## src/rtl/wb_sram_burst_reader.sv

```systemverilog
// Burst read initiator for the 32-bit port of a dual-port SRAM responder.
// It streams a block of consecutive words through a small credit-managed FIFO
// to a valid/ready consumer.
module wb_sram_burst_reader #(
   parameter int SBITS = 10,
   parameter int ASB   = SBITS - 1,
   parameter int LBITS = SBITS + 1,
   parameter int FBITS = 2,
   parameter int DEPTH = 1 << FBITS
) (
   input  logic             clk_i,
   input  logic             rst_i,
   input  logic             start_i,
   input  logic [SBITS-1:0] base_i,
   input  logic [LBITS-1:0] len_i,
   output logic             busy_o,
   output logic             done_o,
   output logic             cyc_o,
   output logic             stb_o,
   output logic             we_o,
   output logic             bst_o,
   input  logic             ack_i,
   input  logic             wat_i,
   output logic [ASB:0]     adr_o,
   input  logic [31:0]      dat_i,
   output logic [31:0]      dat_o,
   output logic             vld_o,
   input  logic             rdy_i
);

   typedef enum logic {IDLE, BUS} state_t;

   state_t             state_q, state_d;
   logic [ASB:0]       adr_q, adr_d;
   logic [LBITS-1:0]   len_q, len_d;
   logic [LBITS-1:0]   iss_q, iss_d;     // requests accepted by the responder
   logic [LBITS-1:0]   acks_q, acks_d;   // words returned
   logic [FBITS:0]     out_q, out_d;     // requests accepted but not yet acked
   logic               zdone_q, zdone_d; // done pulse for a zero-length start
   logic [FBITS-1:0]   wptr_q, wptr_d;
   logic [FBITS-1:0]   rptr_q, rptr_d;
   logic [FBITS:0]     cnt_q, cnt_d;
   logic [31:0]        mem_q [DEPTH];

   logic               in_bus, credit, stb, accept, push, pop, last_ack;

   // Handshake decode. A strobe needs a credit: words in flight plus words
   // buffered must stay below DEPTH, so a late ack can never overflow the FIFO.
   always_comb begin
      in_bus   = (state_q == BUS);
      credit   = ({1'b0, out_q} + {1'b0, cnt_q}) < (FBITS+2)'(DEPTH);
      stb      = in_bus && (iss_q < len_q) && credit;
      accept   = stb && !wat_i;
      push     = ack_i && (out_q != '0);
      pop      = (cnt_q != '0) && rdy_i;
      last_ack = push && (acks_q == len_q - LBITS'(1));
   end

   // Next-state logic for the transfer FSM, counters and FIFO pointers.
   always_comb begin
      state_d = state_q;
      adr_d   = adr_q;
      len_d   = len_q;
      iss_d   = iss_q;
      acks_d  = acks_q;
      zdone_d = 1'b0;
      out_d   = out_q + (FBITS+1)'(accept) - (FBITS+1)'(push);
      wptr_d  = wptr_q + FBITS'(push);
      rptr_d  = rptr_q + FBITS'(pop);
      cnt_d   = cnt_q + (FBITS+1)'(push) - (FBITS+1)'(pop);
      case (state_q)
         IDLE: begin
            if (start_i) begin
               if (len_i != '0) begin
                  state_d = BUS;
                  adr_d   = base_i;
                  len_d   = len_i;
                  iss_d   = '0;
                  acks_d  = '0;
               end else begin
                  zdone_d = 1'b1;
               end
            end
         end
         BUS: begin
            if (accept) begin
               adr_d = adr_q + 1'b1;
               iss_d = iss_q + LBITS'(1);
            end
            if (push)     acks_d  = acks_q + LBITS'(1);
            if (last_ack) state_d = IDLE;
         end
         default: state_d = IDLE;
      endcase
   end

   // State register; reset aborts any transfer and empties the FIFO.
   always_ff @(posedge clk_i or posedge rst_i) begin
      if (rst_i) begin
         state_q <= IDLE;
         adr_q   <= '0;
         len_q   <= '0;
         iss_q   <= '0;
         acks_q  <= '0;
         out_q   <= '0;
         zdone_q <= 1'b0;
         wptr_q  <= '0;
         rptr_q  <= '0;
         cnt_q   <= '0;
      end else begin
         state_q <= state_d;
         adr_q   <= adr_d;
         len_q   <= len_d;
         iss_q   <= iss_d;
         acks_q  <= acks_d;
         out_q   <= out_d;
         zdone_q <= zdone_d;
         wptr_q  <= wptr_d;
         rptr_q  <= rptr_d;
         cnt_q   <= cnt_d;
      end
   end

   // FIFO storage; contents need no reset because the count gates visibility.
   always_ff @(posedge clk_i) begin
      if (push) mem_q[wptr_q] <= dat_i;
   end

   // Bus and stream outputs. The burst flag drops on the strobe for the final
   // word, and done fires in the cycle the final ack arrives.
   always_comb begin
      busy_o = in_bus;
      cyc_o  = in_bus;
      stb_o  = stb;
      we_o   = 1'b0;
      bst_o  = in_bus && ((iss_q + LBITS'(1)) < len_q);
      done_o = zdone_q || (in_bus && last_ack);
      adr_o  = adr_q;
      vld_o  = (cnt_q != '0);
      dat_o  = mem_q[rptr_q];
   end

endmodule

```

## config.mk

```make
export PLATFORM = sky130hd
export DESIGN_NAME = wb_sram_burst_reader
export DESIGN_NICKNAME = d
export VERILOG_FILES = /design/src/rtl/wb_sram_burst_reader.sv
export SDC_FILE = /design/constraint.sdc
export NUM_CORES = 1
export LEC_CHECK = 0
export ABC_AREA = 0
export ABC_CLOCK_PERIOD_IN_PS = 4100
export CAP_MARGIN = 10
export CORE_ASPECT_RATIO = 1.1
export CORE_UTILIZATION = 63
export DETAILED_ROUTE_END_ITERATION = 12
export DONT_BUFFER_PORTS = 1
export GPL_ROUTABILITY_DRIVEN = 0
export PLACE_DENSITY = 0.79
export RECOVER_POWER = 50
export SLEW_MARGIN = 10
export SYNTH_ARGS = -nofsm -noshare
export SYNTH_HDL_FRONTEND = slang
export SYNTH_SLANG_ARGS = --single-unit
```

## constraint.sdc

```tcl
create_clock -name clk_i -period 4.1 [get_ports clk_i]
set_input_delay 0.41 -clock clk_i [delete_from_list [all_inputs] [get_ports clk_i]]
set_output_delay 0.41 -clock clk_i [all_outputs]
set_load 0.05 [all_outputs]
```

Word level (Yosys, flattened, before mapping)
Memory sizes are Yosys's and may differ from the RTL's. Index checks and enable logic that the tools add are counted.

Bits in registers: 55. Word-level logic and storage cells: 66. Memory bits (read-only): 0. Memory bits (writable): 128. Bits of input ports: 59. Memories kept: 1. Latch bits: 0.

Memories: mem_q (words 4, width 32, rd ports 1, clocked after Yosys merged registers in 0, wr ports 1, line 43) `logic [31:0] mem_q [DEPTH];`.

$mul: 0. Order comparisons: 3. Shift-type cells: 0. $add $sub $neg: 11. Equality and inequality tests: 5. Div/mod/pow operators: 0. Bitwise operators: 1. Reductions and logical operators: 16. Mux-type cells: 19.

Operator list (count): $mux 11 (4); $pmux 11 s2 (2); $mux 10 (3); $add 11x1->11 const B (2); $lt 11x11->1 (2); $pmux 10 s2 (1); $eq 11x11->1 (1); $reduce_bool 11->1 (1); $sub 11x1->11 const B (1); $add 10x1->10 const B (1); $reduce_and 3->1 (3); $logic_and 1x1->1 (8); $mux 1 (8); $add 3x1->3 (2); $reduce_bool 3->1 (2); $sub 3x1->3 (2); $add 2x1->2 (2); $add 3x3->4 (1); $lt 4x3->1 const B (1); $ne 2x1->1 const B (2); $ne 2x2->1 const B (2); $pmux 1 s2 (1); $logic_not 1->1 (1); $logic_or 1x1->1 (1); $not 1->1 (1).

Depth between registers and ports, before layout
Depth after elaboration: 6. Depth in mapped cells: 15. Mapped depth without buffers: 14.

Least setup slack after synthesis
OpenSTA, ideal clock, no wires.

Path type: reg-to-output. Start point: reg len_q[0]. End point: out done_o. Data required time: 3.690 ns. Arrival time: 2.851 ns. Path buffers: 1. Setup slack: 0.839 ns. Cell stages (with the launch flop): 11. Cell sequence: dfrtp_1 inv_1 ha_1 or4b_1 buf_2 xnor2_1 or3_1 a21boi_0 o31ai_1 nand4b_1 o21bai_1.

Word-level cells in the longest chain between the ends: 5.

RTL lines: start, declared (line 35) `logic [LBITS-1:0] len_q, len_d;`; start signal, assigned (line 113) `len_q <= len_d;`; $sub 11x1->11 (line 56) `last_ack = push && (acks_q == len_q - LBITS'(1));`; $eq 11x11->1 (line 56); $logic_and 1x1->1 (line 56); $logic_and 1x1->1 (line 137) `done_o = zdone_q || (in_bus && last_ack);`; $logic_or 1x1->1 (line 137); end, declared (line 17) `output logic done_o,`.

Every way passes these cells.

Worst setup path in the final report
Start point: reg iss_q[0]. End point: out bst_o.

Word-level cells in the longest chain between the ends: 3.

RTL lines: start, declared (line 36) `logic [LBITS-1:0] iss_q, iss_d;`; start signal, assigned (line 114) `iss_q <= iss_d;`; $add 11x1->11 (line 136) `bst_o = in_bus && ((iss_q + LBITS'(1)) < len_q);`; $lt 11x11->1 (line 136); $logic_and 1x1->1 (line 136); end, declared (line 21) `output logic bst_o,`.

Every way passes these cells.

==> summary.txt <==
Status -> finished, violations left
Failing checks -> max-capacitance violations, max-slew violations
Final Net Count -> 676
Max-cap violations -> 1
CP Launch Type -> flop
Hold/Removal Path Class -> in2reg
Synth Area per Inst -> 14.3 sq um
Maximum VDD drop -> 0.583 mV
Clk_skew -> 6.41 ps
Critical Path Sink Type -> primary output
DR WL/cell -> 20.4 um
Core footprint -> 0.0126 sq mm
Antenna viol nets, final -> 0
Commonest non-fill, non-tap cells in the layout -> edfxtp_1, dfrtp_1, nand2_1
Gr ovfl total -> 0
Drc violations -> 0
Vias in the first global route -> 4974
Most common cell after layout, fill and taps aside -> edfxtp_1
Worst-path clk slew -> 70 ps
Post-CTS Setup Repair Bufs -> 0
Dpl hpwl -> 10.6 mm
Largest net degree at the start of global routing -> 56
Drt via density -> 6.25
Arr. time, crit path -> 3320 ps
Post-cts hold buffer count -> 0
First-pass GRT wire length -> 24.7 mm
Clock tree buffer depth -> 2
Final WS setup -> 372 ps
Port bufs -> 0
Worst slew pin tran -> 2910 ps
N_diodes -> 0
Htree depth -> 4
Number of clock sinks -> 183
Worst EP required -> 3690 ps
Final min period -> 3730 ps
CTS Root Cell -> clkbuf_16
Total CTS buffers -> 17
Routed wire length -> 15.3 mm
Synth-to-Final Area Change -> 9.32%
Ys flop type -> edfxtp_1
Pwr/cell area -> 808 mW/mm^2
EDFF count, synth -> 128
CP Max Fanout -> 7
Max_slew headroom -> -93.8%
Total Routing Usage GR -> 24.6%
Starting density of the core -> 64.6%
Clock latency on the worst-skew pair -> 430 ps
CTS tree -> yes
Die Height -> 121 um
Post-CTS Resized -> 0
Final instance area -> 0.00893 sq mm
Seq/Total Area, Yosys -> 63.9%
Final Slew Violations -> 56
Fill cell count -> 818
Leak pwr -> 3.30 nW
Share of layout cells above drive strength 1 -> 13.6%
Die ar. -> 0.0134 sq mm
Initial DRC count -> 295
Rows -> 43
Final hold violation count -> 0
Crit Path Class -> reg2out
Synthesized flop and latch total -> 183
Io pins -> 108
Final period util -> 90.9%
Chip width -> 111 um
Net Count, Synth -> 665
FFs w/ async S/R, synth -> 30.1%
Unique cell type count in the Yosys netlist -> 52
Max frequency -> 0.268 GHz
DR vias -> 4707
Mapped cell area -> 0.00817 sq mm
RSZ-0062 raised after global routing -> false
Pre-CTS setup slack -> 835 ps
Initial antenna violation count -> 0
Non-filler instance count after layout -> 753
Syn Inst Count -> 572
Setup violations, final -> 0
Dpl cells -> 721
Post-DP Area -> 0.00839 sq mm
1st-pass router iterations -> 4
Synth Warn # -> 0
Setup TNS -> 0 ps
[state kept, by name (all words and copies together) (netlist names)]
name / count
rptr_q: 2
cnt_q: 3
busy_o: 1
out_q: 3
iss_q: 11
wptr_q: 2
zdone_q: 1
adr_o: 10
len_q: 11
mem_q: 128
acks_q: 11
[metrics by stage]
| stage | hold WS, ps | power [mW] | util [%] |
|---|---|---|---|
| 5_1_grt | 50.5 | 7.59 | 70.6 |
| 2_1_floorplan | 472 | 5.23 | - |
| 3_5_place_dp | 459 | 5.77 | 66.3 |
| 4_1_cts | 52.2 | 7.26 | 70.7 |
| 3_3_place_gp | 458 | 5.65 | 66.3 |
| 6_report | 70.9 | 7.22 | 70.6 |
[area by class of cell]
type                    instances  area, sq um  share of cell area (%)
flip-flops and latches        183         5220                    58.5
multi-input cells             347         2800                    31.4
clock buffers                  18          429                    4.81
well taps                     157          196                    2.20
clock inverters                14          119                    1.33
inverters                      23         86.3                   0.967
repair buffers                 11         75.1                   0.841
[critical path, stage by stage, from the launching register on]
cell      delay [ps]
dfrtp_1          440
ha_1             280
nand3_1          140
nor2_1           270
and3_1           270
nand3_1          120
xnor2_1          240
ha_1             300
a211oi_1         310
o21a_1           500
[synth_stat cells, types with 3 or more instances]
library cell	n	area (sq um)
o21a_1	5	37.5
xnor2_1	15	131
a22o_1	5	43.8
nor3_1	8	40.0
dfrtp_1	55	1380
edfxtp_1	128	3840
and3_1	6	37.5
o21ai_1	6	30.0
ha_1	32	400
inv_1	23	86.3
or3_1	5	31.3
nor4_1	6	37.5
clkbuf_1	11	41.3
a211oi_1	4	30.0
nand4_1	6	37.5
nand2_1	42	158
xor2_1	17	149
buf_2	6	30.0
nand3_1	12	60.1
nor2b_1	3	18.8
o21ai_0	39	195
a21oi_1	26	130
nor2_1	39	146
mux4_2	32	721
[cells by family (layout without fill, tap and decap cells)]
group	Yosys count	after routing	synth area share, %
XOR/XNOR	32	32	3.43
adder cells (fa/ha/maj)	34	34	5.39
other	1	1	0.0459
AO/OA/AOI/OAI	108	108	7.98
AND/OR/NAND/NOR	139	139	8.15
flip-flops	183	183	63.9
buffers and inverters	42	66	2.11
multiplexers	33	33	8.95
[report_power, final]
| part | internal (mW) | leakage, nW | switching, mW |
|---|---|---|---|
| clock network | 0.792 | 0.268 | 0.712 |
| registers | 2.45 | 1.87 | 0.496 |
| logic | 0.877 | 1.16 | 1.89 |
| total | 4.12 | 3.30 | 3.10 |
[path summary, 6_finish.rpt]
check / from / end / slack, ps / cells after the start
setup reg to reg: len_q[10] / out_q[2] / 840 / 15
min in group asynchronous: rst_i / rptr_q[0] / 980 / 2
setup / recovery: iss_q[0] / bst_o / 370 / 9
max in group asynchronous: rst_i / rptr_q[0] / 1280 / 2
hold reg to reg: rptr_q[1] / rptr_q[1] / 470 / 1
hold / removal: dat_i[16] / mem_q[1][16] / 70 / 0
[metal layers]
| layer | part of all wire [%] | GRT usage (%) | vias up |
|---|---|---|---|
| met3 | 6.2 | 7.09 | 40 |
| met4 | 3.4 | 12.8 | 0 |
| met2 | 51 | 42.5 | 158 |
| met1 | 39 | 28.0 | 2317 |
| met5 | 0 | 0 | - |
| li1 | - | - | 2192 |
Note: power is estimated with default switching activity, not from simulation.
